## config.mk

```make
export PLATFORM = sky130hd
export DESIGN_NAME = iter_sequencer
export DESIGN_NICKNAME = d
export VERILOG_FILES = /design/src/rtl/iter_sequencer.sv
export SDC_FILE = /design/constraint.sdc
export NUM_CORES = 1
export LEC_CHECK = 0
export BUFFER_PORTS_ARGS = -buffer_cell sky130_fd_sc_hd__buf_2
export CORE_MARGIN = 4
export CORE_UTILIZATION = 45
export DETAILED_ROUTE_END_ITERATION = 8
export GPL_ROUTABILITY_DRIVEN = 0
export PLACE_DENSITY = 0.65
export SLEW_MARGIN = 20
export SYNTH_ARGS = -nofsm -noshare
export SYNTH_HDL_FRONTEND = slang
export SYNTH_SLANG_ARGS = --single-unit
```

## constraint.sdc

```tcl
create_clock -name clk -period 10.7 [get_ports clk]
set_clock_uncertainty 0.2 [all_clocks]
set_input_delay 1.605 -clock clk [delete_from_list [all_inputs] [get_ports clk]]
set_output_delay 1.605 -clock clk [all_outputs]
set_load 0.005 [all_outputs]
```

## src/rtl/iter_sequencer.sv

```systemverilog
// Programmable iteration sequencer with early-warning tap flags.
// Counts len ce-qualified iterations; taps fire at set distances before the last.
module iter_sequencer #(
  parameter int MAX_K = 1027,
  parameter int NTAP  = 3,
  localparam int W    = $clog2(MAX_K + 1)
) (
  input  logic              clk,
  input  logic              rst,
  input  logic              ce,
  input  logic              restart,
  input  logic              abort,
  input  logic [W-1:0]      len,
  input  logic [NTAP*W-1:0] tap_off,
  input  logic              auto_reload,
  output logic              active,
  output logic [W-1:0]      cnt,
  output logic              last,
  output logic              done,
  output logic [NTAP-1:0]   tap,
  output logic              cfg_err
);

  localparam logic [W-1:0] KMAX = W'(MAX_K);
  localparam logic [W-1:0] ONE  = W'(1);

  logic [W-1:0]            len_q;
  logic [NTAP-1:0][W-1:0]  off_q;
  logic                    reload_q;

  logic [W-1:0]            n_cnt;
  logic                    n_active;
  logic [W-1:0]            n_len;
  logic [NTAP-1:0][W-1:0]  n_off;
  logic                    n_reload;
  logic                    n_done;
  logic                    n_err;
  logic                    n_last;
  logic [NTAP-1:0]         n_tap;
  logic                    fin;

  assign fin = active && (cnt == len_q - ONE);

  always_comb begin
    n_cnt    = cnt;
    n_active = active;
    n_len    = len_q;
    n_off    = off_q;
    n_reload = reload_q;
    n_done   = 1'b0;
    n_err    = 1'b0;
    if (abort) begin
      n_active = 1'b0;
      n_cnt    = '0;
    end else if (restart && (len != '0)) begin
      n_err    = (len > KMAX);
      n_len    = (len > KMAX) ? KMAX : len;
      n_off    = tap_off;
      n_reload = auto_reload;
      n_cnt    = '0;
      n_active = 1'b1;
    end else begin
      // a zero-length restart is rejected and the run carries on
      n_err = restart;
      if (fin) begin
        n_done = 1'b1;
        if (reload_q) n_cnt = '0;
        else n_active = 1'b0;
      end else if (active) begin
        n_cnt = cnt + ONE;
      end
    end
  end

  // Flags compare against next state so they line up with registered cnt
  always_comb begin
    n_last = n_active && (n_cnt == n_len - ONE);
    n_tap  = '0;
    for (int i = 0; i < NTAP; i++) begin
      n_tap[i] = n_active && (n_off[i] < n_len)
                 && (n_cnt == n_len - ONE - n_off[i]);
    end
  end

  always_ff @(posedge clk or posedge rst) begin
    if (rst) begin
      active   <= 1'b0;
      cnt      <= '0;
      len_q    <= '0;
      off_q    <= '0;
      reload_q <= 1'b0;
      last     <= 1'b0;
      done     <= 1'b0;
      tap      <= '0;
      cfg_err  <= 1'b0;
    end else if (ce) begin
      active   <= n_active;
      cnt      <= n_cnt;
      len_q    <= n_len;
      off_q    <= n_off;
      reload_q <= n_reload;
      last     <= n_last;
      done     <= n_done;
      tap      <= n_tap;
      cfg_err  <= n_err;
    end
  end

endmodule

```

# Yosys cells after proc, flatten, opt, wreduce, memory -nomap -nowiden
# Index checks and enable logic that the tools add are counted.
op_classes:
  addsub: 6
  n_lt_le_gt_ge: 4
  eq_ne: 5
  mux: 19
  bitwise: 1
  reduce_logical: 11
ops:
  columns: ["op", "count"]
  rows:
  - ["11-bit 2-to-1 mux", 8]
  - ["33-bit 2-to-1 mux", 2]
  - ["11-bit equality test", 5]
  - ["11-bit less-than comparator", 3]
  - ["11-bit subtractor", 3]
  - ["11-bit by 1-bit subtractor with 11-bit output, second input constant", 2]
  - ["11-bit by 1-bit adder with 11-bit output, second input constant", 1]
  - ["11-bit greater-than comparator, second input constant", 1]
  - ["11-bit nonzero test", 1]
  - ["1-bit logical AND", 9]
  - ["1-bit 2-to-1 mux", 9]
  - ["3-bit AND reduction", 1]
  - ["1-bit NOT", 1]
totals:
  regBits: 63
  input_bits: 50
  output_inout_bits: 18

# Depth between registers and ports, before layout
# Gate-level depths: netlist (run 1).
depth:
  ltp_word: 8
  mapped_depth: 22
  depth_no_buf: 19

# Worst setup path before layout (run 1)
# Ideal clock, no wire load.
synth_timing:
  path_type: "input to register"
  startpoint: "input port len[9]"
  endpoint: "register tap[2]"
  setup_ps: 92
  t_arrival_ps: 5928
  t_required_ps: 10408
  slack_ps: 4480
  path_stages: 19
  path_buffers: 2
  path_cell_list: "nor4_2 -> nand3_1 -> nand2_1 -> clkbuf_1 -> buf_1 -> nor2_1 -> a21oi_1 -> ha_1 -> xnor2_1 -> ha_1 -> nor2b_1 -> o31ai_1 -> a21oi_1 -> a21oi_1 -> o21ai_0 -> xnor2_1 -> xnor2_1 -> or4_4 -> o31ai_2"
synth_between:
  elab_chain_len: 8
  word_cells_on_any_way: 18
  cone_classes: "add/sub (2); order compare (2); eq/ne (1); mux (9); reduce/logical (4)"
synth_rtl:
  columns: ["element", "line", "source"]
  rows:
  - ["start: declaration", "13", "input logic [W-1:0] len,"]
  - ["11-bit greater-than comparator / 11-bit nonzero test (equally long branches)", "57, 55", null]
  - ["11-bit 2-to-1 mux / 1-bit logical AND (equally long branches)", "57, 55", null]
  - ["11-bit 2-to-1 mux", "55", "end else if (restart && (len != '0)) begin"]
  - ["11-bit 2-to-1 mux", "52", "if (abort) begin"]
  - ["11-bit by 1-bit subtractor with 11-bit output", "81", "&& (n_cnt == n_len - ONE - n_off[i]);"]
  - ["11-bit subtractor", "81", null]
  - ["11-bit equality test", "81", null]
  - ["1-bit logical AND *", "81", null]
  - ["end signal: assignment", "104", "tap <= n_tap;"]
  - ["end: declaration", "20", "output logic [NTAP-1:0] tap,"]
# Mark *: on every way between the ends. The rest lies on a longest branch, timed or not.
# A chain may end at the register's enable or synchronous reset.

# Worst setup path after layout (run 1)
# Same ends and word-level chain as after synthesis.

==> impl_metrics.yaml, run 1 <==
timing:
  fin_crit_sh_pct: 63.3
  slew_headroom_pct: 42.6
  finalSetupTns_ps: 0
  rsz0062_at_grt: "false"
  period_minus_slack_ps: 6770
  finalHoldViolCount: 0
  finalSetupViolations: 0
  maxSlewViolCount: 0
  worstMarginPinSlew_ps: 853
  whs_ps: 297
  max_freq_mhz: 148
logic_synthesis:
  synth_area_leader_cell: "dfrtp_1"
  yosysWarnings: 0
  ys_ff_latch: 63
  seq_area_frac_synth_pct: 22.9
  yosys-top-cells-area: "dfrtp_1, ha_1, xnor2_1, mux2_2, mux2i_1"
  synth_edf_count: 0
  async_reset_ff_share_pct: 100
  synth_cell_types: 81
  syn_area_sq_um: 6890
  synth_top_area_share_pct: 22.9
  synthFlopType: "dfrtp_1"
  syn_area_per_cell_sq_um: 8.67
  synth_most_common_cell: "ha_1"
  synthTopCellsByCount: "ha_1, dfrtp_1, nand2_1"
  synth_cells: 795
  syn_nets: 914
clock_tree:
  clock_latency_ps: 350
  clock-root-buffer: "clkbuf_16"
  cts_tree: "done"
  clkSlewWorstSetupHoldPaths_ps: 50
  htree_levels: 3
  post_cts_buffers: 0
  numCtsBuffers: 9
  post_cts_resized: 0
  holdBufCountCts: 0
  clock-sinks: 63
  clk_path_buf_depth: 2
power_and_ir_drop:
  powerDensity_nw_per_um2: 176
  p_sw_uw: 547
  cell_internal_pwr_uw: 796
  clock_power_share_pct: 24.1
  peakVddDrop_mv: 0.128
  swShare_pct: 40.7
  pwr-share-seq_pct: 22.1
  combPwrFrac_pct: 53.8
  p_leak_uw: 0.00340
run:
  cap_viol_max_count: 0
global_route:
  grt_max_degree: 64
  grt_pass1_wl_microns: 31800
  grtUsageTotal_pct: 23.0
  antenna_found_initial: 0
  gr-total-overflow: 0
  first_global_vias: 5799
cells_and_area:
  drive_gt1_share_pct: 18.8
  area_delta_synth_final_pct: 10.5
  num_antenna_cells: 0
  final_nets: 961
  final_cell_area_sq_um: 7620
setup_path:
  crit_path_end_kind: "register"
  cp_max_fo: 22
  worstSetupPathType: "in -> reg"
  rr_worst_depth: 16
  required_ps: 10760
  startpoint_type: "input pin"
  worstPathArrival_ps: 6830
placement:
  port_buffers: 67
  dp_hpwl_microns: 15200
  dpl_cell_area_sq_um: 7280
die:
  dieHeight_microns: 132
  core_area_sq_um: 14800
  dieArea_sq_um: 17400
  io_pins: 68
  initial_core_util_pct: 46.7
  die_w_microns: 132
  rows: 44
detailed_routing:
  postRouteAntennaNets: 0
  drtPass1Iterations: 5
  num_vias: 6056
  drc: 0
  drt_wl_total_microns: 19600
  wl_per_cell_microns: 19.0
  first_iter_violations: 461
  vias_per_cell: 5.87
run_status:
  status: "finished, final reports clean"
worst_hold_path:
  min_path_cells: 2
  holdCritPathClass: "reg -> reg"
state kept, by name (all words and copies together), names as in the netlist:
register	flops
off_q	33
cnt	11
len_q	11
tap	3
active	1
cfg_err	1
done	1
last	1
reload_q	1
worst max-delay path, stage by stage:
cell and delay (ps):
buf_2 110, nor4_2 760, nand3_1 240, nand2_1 540, a21oi_1 300, ha_1 310
xnor2_1 560, ha_1 380, xor2_1 450, a21oi_1 80, a2111oi_0 370, o311ai_0 190
or4b_1 490, nand4b_1 210, o31ai_2 220
metal layers:
metal,vias to the layer above,part of all wire [%],global-route usage (%)
met5,-,0,0
met4,0,3.2,8.98
met3,49,7.2,5.34
met2,216,45,37.0
met1,2837,44,30.0
li1,2954,-,-
logic make-up after synthesis:
kind of cell	count (synthesis)	synth area share, %
compound gates	192	18.9
flops	63	22.9
fa+ha+maj	69	12.9
simple gates	218	16.5
mux	76	11.8
xor+xnor	83	10.7
buf+inv	94	6.46
metrics by stage:
| stage | total power [uW] | util (%) | std cells | worst slack, ps |
|---|---|---|---|---|
| detailed placement | 1010 | 49.4 | 1015 | 3770 |
| finish | 1340 | 51.6 | 1031 | 3930 |
| CTS | 1340 | 51.6 | 1031 | 4090 |
| global route | 1450 | 51.6 | 1031 | 3470 |
| global placement | 1010 | 49.4 | 1015 | 3860 |
| floorplan | 863 | - | 795 | 4480 |
power by group through the flow:
stage | clock network, uW | registers (uW) | logic (uW)
global route | 339 | 301 | 811
floorplan | 0 | 286 | 576
global placement | 0 | 299 | 708
detailed placement | 0 | 300 | 712
finish | 324 | 297 | 722
CTS | 332 | 296 | 717
path summary, 6_finish.rpt:
path,startpoint,endpoint,slack [ps]
min reg2reg,tap[1]$_DFFE_PP0P_,tap[1]$_DFFE_PP0P_,300
max reg2reg,len_q[2]$_DFFE_PP0P_,tap[2]$_DFFE_PP0P_,6230
min,tap[1]$_DFFE_PP0P_,tap[1]$_DFFE_PP0P_,300
max in group asynchronous,rst,cnt[6]$_DFFE_PP0P_,8420
min in group asynchronous,rst,off_q[8]$_DFFE_PP0P_,1280
max,len[9],tap[2]$_DFFE_PP0P_,3930
final cells by class:
type                    instances  area, sq um
multi-input cells             638         4890
fillers                      1430         7140
well taps                     184          230
inverters                      59          221
repair buffers                 71          365
clock inverters                 2         35.0
clock buffers                  14          294
flip-flops and latches         63         1580
placed cells by master (no fill, tap or decap), types with 6 or more instances in the layout:
cell type,netlist,routed
nor2_1,40,40
or2_2,6,6
nor4_1,7,7
mux2_2,40,40
o31ai_1,6,6
dfrtp_1,63,63
or3_1,6,6
mux2i_1,36,36
nand2b_1,8,8
o21a_1,17,17
nor2b_1,13,13
xnor2_1,53,53
nor3_1,18,18
nand2_1,60,59
nand4_1,12,12
inv_1,58,57
clkbuf_16,0,9
ha_1,66,66
a21o_1,8,8
buf_2,1,67
a21oi_1,43,43
o21ai_0,43,43
nand3_1,17,17
xor2_1,29,29
No activity file was read; power rests on OpenSTA's default activity.
==> run 2, diff against run 1 <==
clock period = 6.4 ns   (was 10.7 ns; I/O delays follow)
==> run 2 against run 1 <==
Compared with the run above:
- sequential power grew 67%
- routed wire length down 1.1%
- die area stayed put
- final area rose by 0.62%
- largest power group unchanged
- highest routed layer unchanged
==> impl_metrics.yaml, run 2 (synthesis results as in run 1) <==
run_status:
  status: "finished, final reports clean"
global_route:
  grt_pass1_wl_microns: 31000
  antenna_found_initial: 0
  grtUsageTotal_pct: 22.4
  grt_max_degree: 64
  first_global_vias: 5709
  gr-total-overflow: 0
cells_and_area:
  register_area_sq_um: 1580
  layout_common_cells: "buf_2, ha_1, dfrtp_1"
  nFillCells: 1433
  top_register: "off_q"
  final_nets: 971
  drive_gt1_share_pct: 19.4
  final_cell_area_sq_um: 7660
  top_regs: "off_q: 33 flops, cnt: 11 flops, len_q: 11 flops"
  fin_cells: 1041
  final_common_cell: "buf_2"
  multiInputGateArea_sq_um: 4890
  largest_register_ffs: 33
  num_antenna_cells: 0
  area_delta_synth_final_pct: 11.2
clock_tree:
  htree_levels: 3
  clk_path_buf_depth: 2
  holdBufCountCts: 0
  clkSlewWorstSetupHoldPaths_ps: 60
  post_cts_buffers: 0
  numCtsBuffers: 9
  clock-root-buffer: "clkbuf_16"
  post_cts_resized: 0
  cts_tree: "done"
  clock_latency_ps: 350
  clock-sinks: 63
die:
  dieArea_sq_um: 17400
  rows: 44
  io_pins: 68
  initial_core_util_pct: 46.7
  core_area_sq_um: 14800
  dieHeight_microns: 132
  die_w_microns: 132
setup_path:
  required_ps: 6460
  startpoint_type: "input pin"
  r2r_setup_slack_ps: 1990
  crit_path_end_kind: "register"
  cp_max_fo: 9
  worstSetupPathType: "in -> reg"
  worstPathArrival_ps: 5390
timing:
  period_minus_slack_ps: 5320
  finalHoldViolCount: 0
  rsz0062_at_grt: "false"
  max_freq_mhz: 188
  finalSetupTns_ps: 0
  fin_crit_sh_pct: 83.2
  setup_ws_ps: 1080
  maxSlewViolCount: 0
  slew_headroom_pct: 28.0
  worstMarginPinSlew_ps: 1080
  finalSetupViolations: 0
detailed_routing:
  drt_wl_total_microns: 19400
  drtPass1Iterations: 5
  num_vias: 6049
  first_iter_violations: 434
  postRouteAntennaNets: 0
  drc: 0
  vias_per_cell: 5.81
  wl_per_cell_microns: 18.7
placement:
  dp_hpwl_microns: 15000
  port_buffers: 67
  place_inst: 1025
  dpl_cell_area_sq_um: 7360
  pre_cts_ws_ps: 870
worst_hold_path:
  holdCritPathClass: "reg -> reg"
power_and_ir_drop:
  p_total_uw: 2240
  peakVddDrop_mv: 0.192
  p_leak_uw: 0.00342
  powerDensity_nw_per_um2: 292
run:
  cap_viol_max_count: 0
run 2: report_power, final:
group          internal, uW  switching [uW]
Combinational           539             684
Sequential              450            45.8
Clock                   340             182
Total                  1330             912
run 2: cell type report:
class	count	area share [%]
multi-input combinational	638	63.8
sequential	63	20.6
timing repair buffer	81	5.75
clock buffer	12	3.09
tap	184	3.00
inverter	59	2.89
clock inverter	4	0.914
run 2: worst max-delay path, cell delays in order:
cell and delay [ps]:
buf_2 150, nor3_1 380, nand3_1 180, nand2_1 180, nor2_1 70, a21oi_1 320, inv_1 280, ha_1 290
fa_1 410, xor2_1 560, a21oi_1 80, a2111oi_0 400, o311ai_0 190, or4b_1 510, nand4b_1 200, o31ai_2 220
run 2: worst paths after layout:
path | from | endpoint | depth (start not counted)
worst max-delay path | len[10] | tap[2]$_DFFE_PP0P_ | 16
worst min-delay path | tap[1]$_DFFE_PP0P_ | tap[1]$_DFFE_PP0P_ | 2
worst max register to register | len_q[7]$_DFFE_PP0P_ | tap[2]$_DFFE_PP0P_ | 10
worst min register to register | tap[1]$_DFFE_PP0P_ | tap[1]$_DFFE_PP0P_ | 2
max in group asynchronous | rst | off_q[21]$_DFFE_PP0P_ | 3
min in group asynchronous | rst | len_q[7]$_DFFE_PP0P_ | 3
run 2: per-layer routing:
layer / wire length [microns] / GRT usage, % / part of all wire (%)
met5: 0 / 0 / 0
met2: 8910 / 35.8 / 46
met1: 8660 / 29.7 / 45
met4: 578 / 8.11 / 3.0
met3: 1290 / 5.00 / 6.6
run 2: metrics by stage:
step	hold WS, ps	util, %
2_1_floorplan	279	-
3_5_place_dp	281	49.9
3_3_place_gp	282	49.9
4_1_cts	296	51.9
6_report	291	51.9
5_1_grt	312	51.9
==> run 3, diff against run 2 <==
ABC_AREA = 1   (was not set)
clock period = 5.36 ns   (was 6.4 ns; I/O delays follow)
==> run 3 against run 2 <==
Compared with the run above:
- worst hold slack got worse by 15 ps
- non-clock buffer count is the same
- routed wire length is 14% higher
- clock power rose by 16%
- register-to-register slack worse by 620 ps
- synthesized area grew 5.4%
- largest cell class unchanged
- sequential share of layout area shrank 1.3 points
- die area up 5.0%
- critical path type unchanged
- via count up 21%
- global-route usage grew 2.4 points
==> impl_metrics.yaml, run 3 <==
clock_tree:
  clock-sinks: 63
  numCtsBuffers: 9
  htree_levels: 3
  post_cts_buffers: 0
  clock-root-buffer: "clkbuf_16"
  clk_path_buf_depth: 2
  holdBufCountCts: 0
  cts_tree: "done"
  clock_latency_ps: 350
  clkSlewWorstSetupHoldPaths_ps: 60
  post_cts_resized: 0
die:
  initial_core_util_pct: 45.9
  core_area_sq_um: 15800
  io_pins: 68
  dieHeight_microns: 135
  dieArea_sq_um: 18200
  die_w_microns: 135
  rows: 46
logic_synthesis:
  synth_area_leader_cell: "dfrtp_1"
  synth_cell_types: 41
  synth_top_area_share_pct: 21.7
  yosysWarnings: 0
  synth_cells: 1119
  syn_area_sq_um: 7260
  synthTopCellsByCount: "nand2_1, inv_1, o21ai_0"
  ys_ff_latch: 63
  yosys-top-cells-area: "dfrtp_1, nand2_1, ha_1, inv_1, o21ai_0"
  synth_edf_count: 0
  synth_most_common_cell: "nand2_1"
  syn_area_per_cell_sq_um: 6.49
  synthFlopType: "dfrtp_1"
  async_reset_ff_share_pct: 100
  seq_area_frac_synth_pct: 21.7
  syn_nets: 1238
setup_path:
  crit_path_end_kind: "register"
  crit_path_frequent_cell: "nor2_1"
  reg2reg_from: "len_q[3]$_DFFE_PP0P_"
  cpPeakStageDelay_ps: 540
  slowest_stage: "xor2_1"
  critPathLaunch: "len[9]"
  worstPathArrival_ps: 4670
  worstSetupPathType: "in -> reg"
  cp_max_fo: 5
  startpoint_type: "input pin"
  required_ps: 5400
  path_buf_inv: 2
  critPathTopFamily: "simple AND/OR/NAND/NOR gates"
power_and_ir_drop:
  swShare_pct: 46.6
  peakVddDrop_mv: 0.179
  combPwrFrac_pct: 57.8
  p_sw_uw: 1300
  cell_internal_pwr_uw: 1490
  p_leak_uw: 0.00435
  pwr-share-seq_pct: 20.7
  powerDensity_nw_per_um2: 342
  clock_power_share_pct: 21.6
worst_hold_path:
  holdCritPathClass: "reg -> reg"
  hp-start: "tap[1]$_DFFE_PP0P_"
timing:
  maxSlewViolCount: 0
  period_minus_slack_ps: 4630
  finalHoldViolCount: 0
  finalSetupViolations: 0
  max_freq_mhz: 216
  rsz0062_at_grt: "false"
  finalSetupTns_ps: 0
  slew_headroom_pct: 43.5
  fin_crit_sh_pct: 86.4
  worstMarginPinSlew_ps: 847
cells_and_area:
  register_area_sq_um: 1580
  drive_gt1_share_pct: 13.4
  num_antenna_cells: 0
  final_nets: 1307
  final_core_util_pct: 51.6
  nFillCells: 1655
  largest_register_ffs: 33
  top_register: "off_q"
  layout_common_cells: "nand2_1, inv_1, o21ai_0"
  top_regs: "off_q: 33 flops, cnt: 11 flops, len_q: 11 flops"
  final_common_cell: "nand2_1"
  area_delta_synth_final_pct: 12.4
  multiInputGateArea_sq_um: 4850
global_route:
  gr-total-overflow: 0
  first_global_vias: 6793
  grt_pass1_wl_microns: 35300
  antenna_found_initial: 0
  grt_max_degree: 69
  grtUsageTotal_pct: 24.7
detailed_routing:
  wl_per_cell_microns: 15.7
  postRouteAntennaNets: 0
  drc: 0
  drt_wl_total_microns: 22100
  num_vias: 7301
  vias_per_cell: 5.18
  drtPass1Iterations: 5
  first_iter_violations: 640
run:
  cap_viol_max_count: 0
run_status:
  status: "finished, final reports clean"
placement:
  dp_hpwl_microns: 17700
  port_buffers: 67
==> run 3: metal layers <==
metal | GRT usage [%] | wire (microns) | up-vias
li1 | - | - | 3750
met1 | 33.8 | 10400 | 3255
met4 | 9.80 | 816 | 0
met3 | 4.51 | 1150 | 57
met5 | 0 | 0 | -
met2 | 38.8 | 9710 | 239
==> run 3: stage by stage <==
step	hold slack [ps]	instance area, sq um	total power, uW	instances	setup slack (ps)
floorplan	248	7260	1780	1119	1020
global placement	263	7870	2170	1393	469
detailed placement	263	7870	2180	1393	430
CTS	280	8170	2800	1409	770
global route	299	8170	3060	1409	258
finish	276	8170	2800	1409	728
==> run 3: worst paths after layout <==
kind                                         endpoint  slack [ps]  cells after the start
worst max-delay path               tap[0]$_DFFE_PP0P_         730                     25
worst min-delay path               tap[1]$_DFFE_PP0P_         280                      2
worst max register to register     tap[0]$_DFFE_PP0P_        1370                     22
max in group asynchronous          cnt[7]$_DFFE_PP0P_        3900                      3
worst min register to register     tap[1]$_DFFE_PP0P_         280                      2
min in group asynchronous       off_q[32]$_DFFE_PP0P_         510                      3
==> run 3: cell families after synthesis <==
| logic type | after synthesis | synth area share (%) |
|---|---|---|
| DFF | 63 | 21.7 |
| xor gates and xnor gates | 58 | 6.99 |
| buffers and inverters | 216 | 11.5 |
| and+or+nand+nor | 531 | 33.6 |
| adders and majority gates | 69 | 12.2 |
| AOI/OAI and AO/OA | 182 | 14.1 |
==> run 3: layout make-up <==
| type | instances | area share (%) |
|---|---|---|
| inverter | 193 | 8.87 |
| tap | 216 | 3.31 |
| sequential | 63 | 19.3 |
| timing repair buffer | 81 | 5.39 |
| clock inverter | 5 | 0.705 |
| multi-input combinational | 840 | 59.4 |
| clock buffer | 11 | 2.97 |
==> run 3: power by group through the flow <==
stage	logic [uW]	registers [uW]	clock network (uW)
2_1_floorplan	1210	570	0
3_3_place_gp	1580	584	0
3_5_place_dp	1590	586	0
4_1_cts	1600	577	618
5_1_grt	1840	583	634
6_report	1620	578	603
==> run 3: worst register-to-register path: stages (launching register included) <==
cell     delay (ps)
dfrtp_1         510
inv_1           120
nand2_1          80
nand2_1         240
nand2_1         190
inv_1            60
nand2_2          80
xor2_1          550
ha_1            410
a21oi_1         140
o21ai_0         120
a21oi_1         250
nor2_1           60
o21ai_0         140
nand2_1          80
xor2_1          210
inv_1            60
nor2_1          100
nor2_1           70
nand3_1          60
nor2_1           50
nand3_1          60
nand2_1          50
